[config.mk]
export PLATFORM = sky130hd
export DESIGN_NAME = ctrl_seq
export DESIGN_NICKNAME = d
export VERILOG_FILES = /design/src/rtl/ctrl_pkg.sv /design/src/rtl/ctrl_seq_decode.sv /design/src/rtl/ctrl_seq.sv
export SDC_FILE = /design/constraint.sdc
export NUM_CORES = 1
export LEC_CHECK = 0
export ABC_AREA = 1
export CORE_AREA = 2 2 60 62
export CTS_CLUSTER_DIAMETER = 150
export DETAILED_ROUTE_END_ITERATION = 10
export DIE_AREA = 0 0 62 64
export PLACE_DENSITY = 0.76
export SLEW_MARGIN = 10
export SYNTH_ARGS = -nofsm -noshare
export SYNTH_HDL_FRONTEND = slang
export SYNTH_SLANG_ARGS = --single-unit
[constraint.sdc]
create_clock -name t3 -period 1.7 [get_ports t3]
set_input_delay 0.17 -clock t3 [delete_from_list [all_inputs] [get_ports t3]]
set_output_delay 0.17 -clock t3 [all_outputs]
set_load 0.02 [all_outputs]
[src/rtl/ctrl_pkg.sv]
// Shared types and constants for the hard-wired controller.
package ctrl_pkg;

  localparam int unsigned OP_W  = 4;
  localparam int unsigned SW_W  = 3;
  localparam int unsigned BEAT_W = 3;

  typedef enum logic [1:0] {
    ST_HALT = 2'd0,
    ST_RUN  = 2'd1,
    ST_INTR = 2'd2
  } state_t;

  // One-hot beat encoding {W3,W2,W1}; all-zero while halted.
  localparam logic [BEAT_W-1:0] W_OFF = 3'b000;
  localparam logic [BEAT_W-1:0] W1    = 3'b001;
  localparam logic [BEAT_W-1:0] W2    = 3'b010;
  localparam logic [BEAT_W-1:0] W3    = 3'b100;

  // Console modes {swc,swb,swa}.
  localparam logic [SW_W-1:0] SW_RUN  = 3'b000;
  localparam logic [SW_W-1:0] SW_WMEM = 3'b001;
  localparam logic [SW_W-1:0] SW_RMEM = 3'b010;
  localparam logic [SW_W-1:0] SW_RREG = 3'b011;
  localparam logic [SW_W-1:0] SW_WREG = 3'b100;

  // Opcodes occupy the low four bits of ir; any set bit above them means NOP.
  localparam logic [OP_W-1:0] OP_NOP  = 4'b0000;
  localparam logic [OP_W-1:0] OP_ADD  = 4'b0001;
  localparam logic [OP_W-1:0] OP_SUB  = 4'b0010;
  localparam logic [OP_W-1:0] OP_AND  = 4'b0011;
  localparam logic [OP_W-1:0] OP_INC  = 4'b0100;
  localparam logic [OP_W-1:0] OP_LD   = 4'b0101;
  localparam logic [OP_W-1:0] OP_ST   = 4'b0110;
  localparam logic [OP_W-1:0] OP_JC   = 4'b0111;
  localparam logic [OP_W-1:0] OP_JZ   = 4'b1000;
  localparam logic [OP_W-1:0] OP_JMP  = 4'b1001;
  localparam logic [OP_W-1:0] OP_OR   = 4'b1010;
  localparam logic [OP_W-1:0] OP_DEC  = 4'b1011;
  localparam logic [OP_W-1:0] OP_EI   = 4'b1100;
  localparam logic [OP_W-1:0] OP_DI   = 4'b1101;
  localparam logic [OP_W-1:0] OP_STP  = 4'b1110;
  localparam logic [OP_W-1:0] OP_IRET = 4'b1111;

  typedef struct packed {
    logic       drw;
    logic       pcinc;
    logic       lpc;
    logic       lar;
    logic       pcadd;
    logic       arinc;
    logic       selctl;
    logic       memw;
    logic       lir;
    logic       ldz;
    logic       ldc;
    logic       cin;
    logic [3:0] s;
    logic       m;
    logic       abus;
    logic       sbus;
    logic       mbus;
    logic [3:0] sel;
    logic       int_ack;
    logic       lpc_vec;
    logic       lpc_ret;
  } ctl_t;

endpackage

[src/rtl/ctrl_seq_decode.sv]
// Combinational microcontrol decode for the current beat.
module ctrl_decode
  import ctrl_pkg::*;
#(
  parameter int unsigned IR_W   = 4,
  parameter int unsigned INT_EN = 1
) (
  input  state_t            i_state,
  input  logic [BEAT_W-1:0] i_w,
  input  logic              i_st0,
  input  logic [SW_W-1:0]   i_sw,
  input  logic [IR_W-1:0]   i_ir,
  input  logic              i_c,
  input  logic              i_z,
  input  logic              i_ie,
  output ctl_t              o_ctl_c,
  output logic              o_short_c,
  output logic              o_long_c,
  output logic              o_stop_c,
  output logic              o_sst0_c,
  output logic              o_cst0_c,
  output logic              o_set_ie_c,
  output logic              o_clr_ie_c
);

  logic [OP_W-1:0] w_op;

  // Opcodes wider than four bits with any upper bit set decode as NOP.
  assign w_op = ((i_ir >> OP_W) != '0) ? OP_NOP : OP_W'(i_ir);

  // Beat decode: control word plus sequencing hints for the FSM.
  always_comb begin
    o_ctl_c    = '0;
    o_short_c  = 1'b0;
    o_long_c   = 1'b0;
    o_stop_c   = 1'b0;
    o_sst0_c   = 1'b0;
    o_cst0_c   = 1'b0;
    o_set_ie_c = 1'b0;
    o_clr_ie_c = 1'b0;
    if (i_state == ST_INTR) begin
      o_ctl_c.int_ack = (INT_EN != 0);
      o_ctl_c.lpc_vec = 1'b1;
    end else if (i_state == ST_RUN) begin
      case (i_sw)
        SW_RUN: begin
          if (!i_st0) begin
            if (i_w == W1) begin
              o_ctl_c.sbus = 1'b1;
              o_ctl_c.lpc  = 1'b1;
              o_short_c    = 1'b1;
              o_sst0_c     = 1'b1;
            end
          end else if (i_w == W1) begin
            o_ctl_c.lir   = (w_op != OP_STP);
            o_ctl_c.pcinc = (w_op != OP_STP);
          end else if (i_w == W2) begin
            case (w_op)
              OP_ADD:  begin o_ctl_c.s = 4'b1001; o_ctl_c.cin = 1'b1; o_ctl_c.abus = 1'b1;
                             o_ctl_c.drw = 1'b1; o_ctl_c.ldz = 1'b1; o_ctl_c.ldc = 1'b1; end
              OP_SUB:  begin o_ctl_c.s = 4'b0110; o_ctl_c.abus = 1'b1;
                             o_ctl_c.drw = 1'b1; o_ctl_c.ldz = 1'b1; o_ctl_c.ldc = 1'b1; end
              OP_AND:  begin o_ctl_c.s = 4'b1011; o_ctl_c.m = 1'b1; o_ctl_c.abus = 1'b1;
                             o_ctl_c.drw = 1'b1; o_ctl_c.ldz = 1'b1; end
              OP_INC:  begin o_ctl_c.s = 4'b0000; o_ctl_c.abus = 1'b1;
                             o_ctl_c.drw = 1'b1; o_ctl_c.ldz = 1'b1; o_ctl_c.ldc = 1'b1; end
              OP_LD:   begin o_ctl_c.s = 4'b1010; o_ctl_c.m = 1'b1; o_ctl_c.abus = 1'b1;
                             o_ctl_c.lar = 1'b1; o_long_c = 1'b1; end
              OP_ST:   begin o_ctl_c.s = 4'b1111; o_ctl_c.m = 1'b1; o_ctl_c.abus = 1'b1;
                             o_ctl_c.lar = 1'b1; o_long_c = 1'b1; end
              OP_JC:   o_ctl_c.pcadd = i_c;
              OP_JZ:   o_ctl_c.pcadd = i_z;
              OP_JMP:  begin o_ctl_c.s = 4'b1111; o_ctl_c.m = 1'b1; o_ctl_c.abus = 1'b1;
                             o_ctl_c.lpc = 1'b1; end
              OP_OR:   begin o_ctl_c.s = 4'b1110; o_ctl_c.m = 1'b1; o_ctl_c.abus = 1'b1;
                             o_ctl_c.drw = 1'b1; o_ctl_c.ldz = 1'b1; end
              OP_DEC:  begin o_ctl_c.s = 4'b1111; o_ctl_c.cin = 1'b1; o_ctl_c.abus = 1'b1;
                             o_ctl_c.drw = 1'b1; o_ctl_c.ldz = 1'b1; o_ctl_c.ldc = 1'b1; end
              OP_EI:   o_set_ie_c = !i_ie;
              OP_DI:   o_clr_ie_c = i_ie;
              OP_IRET: begin o_ctl_c.lpc_ret = 1'b1; o_set_ie_c = !i_ie; end
              OP_STP:  o_stop_c = 1'b1;
              default: ;
            endcase
          end else if (i_w == W3) begin
            if (w_op == OP_LD) begin
              o_ctl_c.mbus = 1'b1;
              o_ctl_c.drw  = 1'b1;
            end else if (w_op == OP_ST) begin
              o_ctl_c.s    = 4'b1010;
              o_ctl_c.m    = 1'b1;
              o_ctl_c.abus = 1'b1;
              o_ctl_c.memw = 1'b1;
            end
          end
        end
        SW_WMEM, SW_RMEM: begin
          o_short_c = 1'b1;
          o_stop_c  = 1'b1;
          if (!i_st0) begin
            o_ctl_c.sbus = 1'b1;
            o_ctl_c.lar  = 1'b1;
            o_sst0_c     = 1'b1;
          end else begin
            o_ctl_c.arinc = 1'b1;
            o_ctl_c.sbus  = (i_sw == SW_WMEM);
            o_ctl_c.memw  = (i_sw == SW_WMEM);
            o_ctl_c.mbus  = (i_sw == SW_RMEM);
          end
        end
        SW_RREG: begin
          o_ctl_c.selctl = 1'b1;
          if (i_w == W1) begin
            o_ctl_c.sel = 4'b0001;
          end else begin
            o_ctl_c.sel = 4'b1011;
            o_stop_c    = 1'b1;
          end
        end
        SW_WREG: begin
          o_ctl_c.sbus   = 1'b1;
          o_ctl_c.selctl = 1'b1;
          o_ctl_c.drw    = 1'b1;
          // sel[3:2] picks the destination: R0/R1 on the first pass, R2/R3 on the second.
          o_ctl_c.sel = {i_st0, (i_w != W1), 2'b00};
          if (i_w != W1) begin
            o_stop_c = 1'b1;
            o_sst0_c = !i_st0;
            o_cst0_c = i_st0;
          end
        end
        default: o_stop_c = 1'b1;
      endcase
    end
  end

endmodule

[src/rtl/ctrl_seq.sv]
// Beat sequencer: FSM, beat register, st0 and interrupt enable.
module ctrl_seq
  import ctrl_pkg::*;
#(
  parameter int unsigned IR_W   = 4,
  parameter int unsigned INT_EN = 1
) (
  input  logic              t3,
  input  logic              clr,
  input  logic [SW_W-1:0]   sw,
  input  logic [IR_W-1:0]   ir,
  input  logic              c,
  input  logic              z,
  input  logic              pulse,
  input  logic              irq,
  output logic [BEAT_W-1:0] w,
  output logic              st0,
  output logic              ie,
  output ctl_t              ctl
);

  state_t            r_state, w_state_nxt;
  logic [BEAT_W-1:0] r_w, w_w_nxt;
  logic              r_st0, w_st0_nxt;
  logic              r_ie, w_ie_nxt;
  logic [SW_W-1:0]   r_sw_cyc, w_sw_cyc_nxt;
  logic [SW_W-1:0]   w_sw_eff;
  logic              w_short, w_long, w_stop, w_sst0, w_cst0, w_set_ie, w_clr_ie;
  logic              w_last, w_take_int;

  // Mode switches act at W1 only; later beats use the mode captured there.
  assign w_sw_eff = (r_state == ST_RUN && r_w != W1) ? r_sw_cyc : sw;

  ctrl_decode #(.IR_W(IR_W), .INT_EN(INT_EN)) u_decode (
    .i_state   (r_state),
    .i_w       (r_w),
    .i_st0     (r_st0),
    .i_sw      (w_sw_eff),
    .i_ir      (ir),
    .i_c       (c),
    .i_z       (z),
    .i_ie      (r_ie),
    .o_ctl_c   (ctl),
    .o_short_c (w_short),
    .o_long_c  (w_long),
    .o_stop_c  (w_stop),
    .o_sst0_c  (w_sst0),
    .o_cst0_c  (w_cst0),
    .o_set_ie_c(w_set_ie),
    .o_clr_ie_c(w_clr_ie)
  );

  assign w_last     = (r_w == W2 && !w_long) || (r_w == W3);
  assign w_take_int = (INT_EN != 0) && r_ie && irq && (w_sw_eff == SW_RUN) &&
                      r_st0 && w_last && !w_stop;

  // Next-state, next-beat and flag update.
  always_comb begin
    w_state_nxt  = r_state;
    w_w_nxt      = r_w;
    w_st0_nxt    = r_st0;
    w_ie_nxt     = r_ie;
    w_sw_cyc_nxt = r_sw_cyc;
    case (r_state)
      ST_HALT: begin
        w_sw_cyc_nxt = sw;
        if (sw != r_sw_cyc) w_st0_nxt = 1'b0;
        if (pulse) begin
          w_state_nxt = ST_RUN;
          w_w_nxt     = W1;
        end
      end
      ST_RUN: begin
        if (r_w == W1) w_sw_cyc_nxt = sw;
        if (w_sst0) w_st0_nxt = 1'b1;
        else if (w_cst0) w_st0_nxt = 1'b0;
        if (w_set_ie) w_ie_nxt = 1'b1;
        else if (w_clr_ie) w_ie_nxt = 1'b0;
        if (w_stop) begin
          w_state_nxt = ST_HALT;
          w_w_nxt     = W_OFF;
        end else if (w_take_int) begin
          w_state_nxt = ST_INTR;
          w_w_nxt     = W1;
        end else begin
          case (r_w)
            W1:      w_w_nxt = w_short ? W1 : W2;
            W2:      w_w_nxt = w_long ? W3 : W1;
            default: w_w_nxt = W1;
          endcase
        end
      end
      ST_INTR: begin
        w_ie_nxt    = 1'b0;
        w_state_nxt = ST_RUN;
        w_w_nxt     = W1;
      end
      default: begin
        w_state_nxt = ST_HALT;
        w_w_nxt     = W_OFF;
      end
    endcase
  end

  // State register with synchronous clear.
  always_ff @(posedge t3) begin
    if (clr) begin
      r_state  <= ST_HALT;
      r_w      <= W_OFF;
      r_st0    <= 1'b0;
      r_ie     <= 1'b0;
      r_sw_cyc <= '0;
    end else begin
      r_state  <= w_state_nxt;
      r_w      <= w_w_nxt;
      r_st0    <= w_st0_nxt;
      r_ie     <= (INT_EN != 0) ? w_ie_nxt : 1'b0;
      r_sw_cyc <= w_sw_cyc_nxt;
    end
  end

  assign w   = r_w;
  assign st0 = r_st0;
  assign ie  = r_ie;

endmodule

==> impl_metrics.tcl <==
set metrics [dict create \
    num_rows 21 \
    max_freq_mhz 436.0 \
    critical_path_arrival_ns 2.12 \
    clock_insertion_delay_worst_skew_ns 0.29 \
    reg2reg_setup_slack_ns -0.56 \
    drt-wirelength-per-cell_um 18.90 \
    track_usage 0.3092 \
    power.share.switching 0.5213 \
    layout_commonest_cell "sky130_fd_sc_hd__buf_4" \
    tritoncts.num_buffers 3 \
    core_area_um2 3284 \
    global_route_wire_length_before_repair_um 9446 \
    commonest_non_fill_non_tap_cells_in_the_layout "101 x sky130_fd_sc_hd__buf_4, 41 x sky130_fd_sc_hd__nand2_1, 27 x sky130_fd_sc_hd__inv_1" \
    report.final.setup_viol 34 \
    die_h_um 64 \
    number_of_global_route_vias_before_repair 2142 \
    post-route-util 0.9196 \
    timing.reg2reg.worst_path_depth 15 \
    critical_path.startpoint "r_state[0]" \
    synth-seq-area-share 0.1472 \
    cts_hold_buffers 0 \
    mappedNetlistNets 253 \
    cp_required_ns 1.53 \
    die_x_um 62 \
    grt_max_degree 10 \
    synth_area_per_cell_um2 5.763 \
    ys_warn_count 0 \
    fin_setup_tns_ns -14.50 \
    timing_worst_slew_pin_value_ns 0.4094 \
    timing_worst_setup_path_type "register to output pin" \
    power.share.combinational 0.826 \
    drcViolationCount 0 \
    clock_power_share 0.065 \
    routed-via-count 2524 \
    floorplan.io_pins 45 \
    final_critical_path_setup_slack_ns -0.5936 \
    timing.critical_path.from_type "register" \
    reg2reg_capture_point "w[2]" \
    clock_tree.htree_level_count 1 \
    layout-drive-gt1-share 0.5737 \
    critPathMaxFanout 9 \
    hold_start "clr" \
    antenna_found_initial 0 \
    drtPass1Iterations 8 \
    power.switching_w 0.001926 \
    failed_checks "setup timing" \
    synth.distinct_cells 30 \
    count_of_antenna_diodes_in_the_layout 0 \
    power.static_leakage_nw 1.377 \
    dp.final_hpwl_um 4460 \
    gp_congestion 0.9422 \
    cts.sinks 10 \
    synthCells 236 \
    portion_of_synthesized_cell_area_occupied_by_the_leading_cell_type 0.1472 \
    overflow 0 \
    final_period_minus_worst_setup_slack_ns 2.294 \
    floorplan.die_area_um2 3968 \
    clockBufferDepth 2 \
    p_int_w 0.001769 \
    worst_clock_skew_ns 0.008064 \
    slew_headroom 0.7271 \
    peak_vdd_ir_mv 1.063 \
    synth_top_cell_by_area "sky130_fd_sc_hd__dfxtp_1" \
    hold_viol 0 \
    areaGrowthSynthToFinish_pct 122.1 \
    path_clk_slew_ns 0.08 \
    placedInstanceArea_um2 2688 \
    sequentialPowerShare 0.108 \
    antenna_left 0 \
    status "finished with violations" \
    cts_tree "built" \
    final_nets 398 \
    cts_root_buffer "sky130_fd_sc_hd__clkbuf_4" \
    slew_violations 0 \
    hold_path.class "primary input to register" \
    grt_setup_unrepaired "yes" \
    postLayoutCellArea_um2 3020 \
    place.port_buffers 44 \
    synth-seq-cells 10 \
    final.period_utilization 1.349 \
    synthTopCellsByArea "sky130_fd_sc_hd__dfxtp_1 15%, sky130_fd_sc_hd__nand2_1 14%, sky130_fd_sc_hd__inv_1 9.4%" \
    via_per_inst 5.925 \
    r2r_start "r_state[1]" \
    power.density_nw_per_um2 1224 \
    syn_area_um2 1360 \
    initial_core_util 0.4141 \
    critPathCaptureType "output pin" \
    fill_cells 132 \
    drt_iter0_drc 371 \
    maxCapViolCount 0 \
    wl_um 8052 \
    crit_path_end "ctl[7]" \
    placement.setup.worst_slack_ns -0.8225 \
]
## through the flow
stage	instances	hold WS [ns]	total power [W]
after global placement	410	0.5341	0.002666
after detailed placement	410	0.5450	0.002742
after floorplan	236	0.2317	0.001705
after CTS	422	0.5637	0.003130
after global routing	426	0.6176	0.003843
final	426	0.5880	0.003696
## routing by layer
layer	vias up	share of wire	wire length (um)	GRT usage
met5	-	0	0	0
met4	0	0.071	573	0.1383
met3	89	0.11	907	0.06275
met2	233	0.45	3600	0.4883
met1	1142	0.37	2971	0.3929
li1	1060	-	-	-
## worst min-delay path by stage
| stage | end | depth (start not counted) | slack [ns] |
|---|---|---|---|
| final | r_state[0] | 2 | 0.59 |
| after detailed placement | ie | 2 | 0.54 |
| after CTS | r_state[0] | 2 | 0.56 |
| after global placement | ie | 2 | 0.53 |
| after global routing | r_state[0] | 2 | 0.62 |
| after floorplan | r_state[0] | 1 | 0.23 |
## flip-flops by register name, summed over array words and instances, names as in the netlist
signal and cells:
r_sw_cyc 3, st0 1, r_state 2, ie 1, w 3
## logic make-up (layout without fill, tap and decap cells)
logic type	count (synthesis)	in the layout	share of synthesized area
AOI/OAI and AO/OA	46	46	0.1932
buffers and inverters	41	185	0.1297
DFF	10	10	0.1472
adders and majority gates	4	4	0.03680
and+or+nand+nor	134	134	0.4867
xor gates and xnor gates	1	1	0.006441
## area by class of cell
type | count | area [um2] | share of cell area
Clock buffer | 4 | 36.28 | 0.01201
Inverter | 37 | 146.4 | 0.04847
Multi-Input combinational cell | 185 | 1325 | 0.4387
Sequential cell | 10 | 209.0 | 0.06918
Tap cell | 46 | 57.56 | 0.01906
Timing Repair Buffer | 144 | 1246 | 0.4126
## critical path, stage by stage, from the launching register on
cell and delay [ns]:
sky130_fd_sc_hd__dfxtp_2 0.38, sky130_fd_sc_hd__ha_4 0.23, sky130_fd_sc_hd__nand2_8 0.11, sky130_fd_sc_hd__nand2_1 0.21
sky130_fd_sc_hd__nand2_4 0.11, sky130_fd_sc_hd__nand2_2 0.10, sky130_fd_sc_hd__nand2_4 0.08, sky130_fd_sc_hd__nor2_4 0.15
sky130_fd_sc_hd__inv_2 0.08, sky130_fd_sc_hd__a211oi_4 0.22, sky130_fd_sc_hd__buf_6 0.15
## repair_timing
item                                    CTS  global route
cloned                                    0             0
endpoints found under the setup margin   33            33
gates resized for setup                 155            42
setup buffers                             8             5
pin swaps                                 9             6
## synth_stat cells
master	n
sky130_fd_sc_hd__nand3_1	15
sky130_fd_sc_hd__o21ai_2	1
sky130_fd_sc_hd__nor3_1	8
sky130_fd_sc_hd__o41ai_1	1
sky130_fd_sc_hd__o21ai_4	1
sky130_fd_sc_hd__nand4_2	1
sky130_fd_sc_hd__nand2_1	50
sky130_fd_sc_hd__nand3_2	4
sky130_fd_sc_hd__nor4_1	2
sky130_fd_sc_hd__nand4_1	2
sky130_fd_sc_hd__a31oi_1	5
sky130_fd_sc_hd__xor2_1	1
sky130_fd_sc_hd__a211oi_1	1
sky130_fd_sc_hd__a21oi_1	25
sky130_fd_sc_hd__inv_2	3
sky130_fd_sc_hd__nor2_4	2
sky130_fd_sc_hd__buf_4	2
sky130_fd_sc_hd__nand3_4	1
sky130_fd_sc_hd__ha_1	4
sky130_fd_sc_hd__inv_1	34
sky130_fd_sc_hd__o22ai_1	2
sky130_fd_sc_hd__dfxtp_1	10
sky130_fd_sc_hd__nand2_2	8
sky130_fd_sc_hd__a22oi_1	1
sky130_fd_sc_hd__nor2_1	34
sky130_fd_sc_hd__o21ai_0	9
sky130_fd_sc_hd__nor3_4	1
sky130_fd_sc_hd__nor2_2	4
sky130_fd_sc_hd__nand2_4	2
sky130_fd_sc_hd__buf_6	2
## power by group through the flow
stage	Sequential (W)	Clock (W)	Combinational, W
3_3_place_gp	0.000383	0	0.00228
2_1_floorplan	0.000452	0	0.00125
4_1_cts	0.000383	0.000235	0.00251
6_report	0.000400	0.000242	0.00305
5_1_grt	0.000403	0.000242	0.00320
3_5_place_dp	0.000388	0	0.00235
Note: power is estimated with default switching activity, not from simulation.
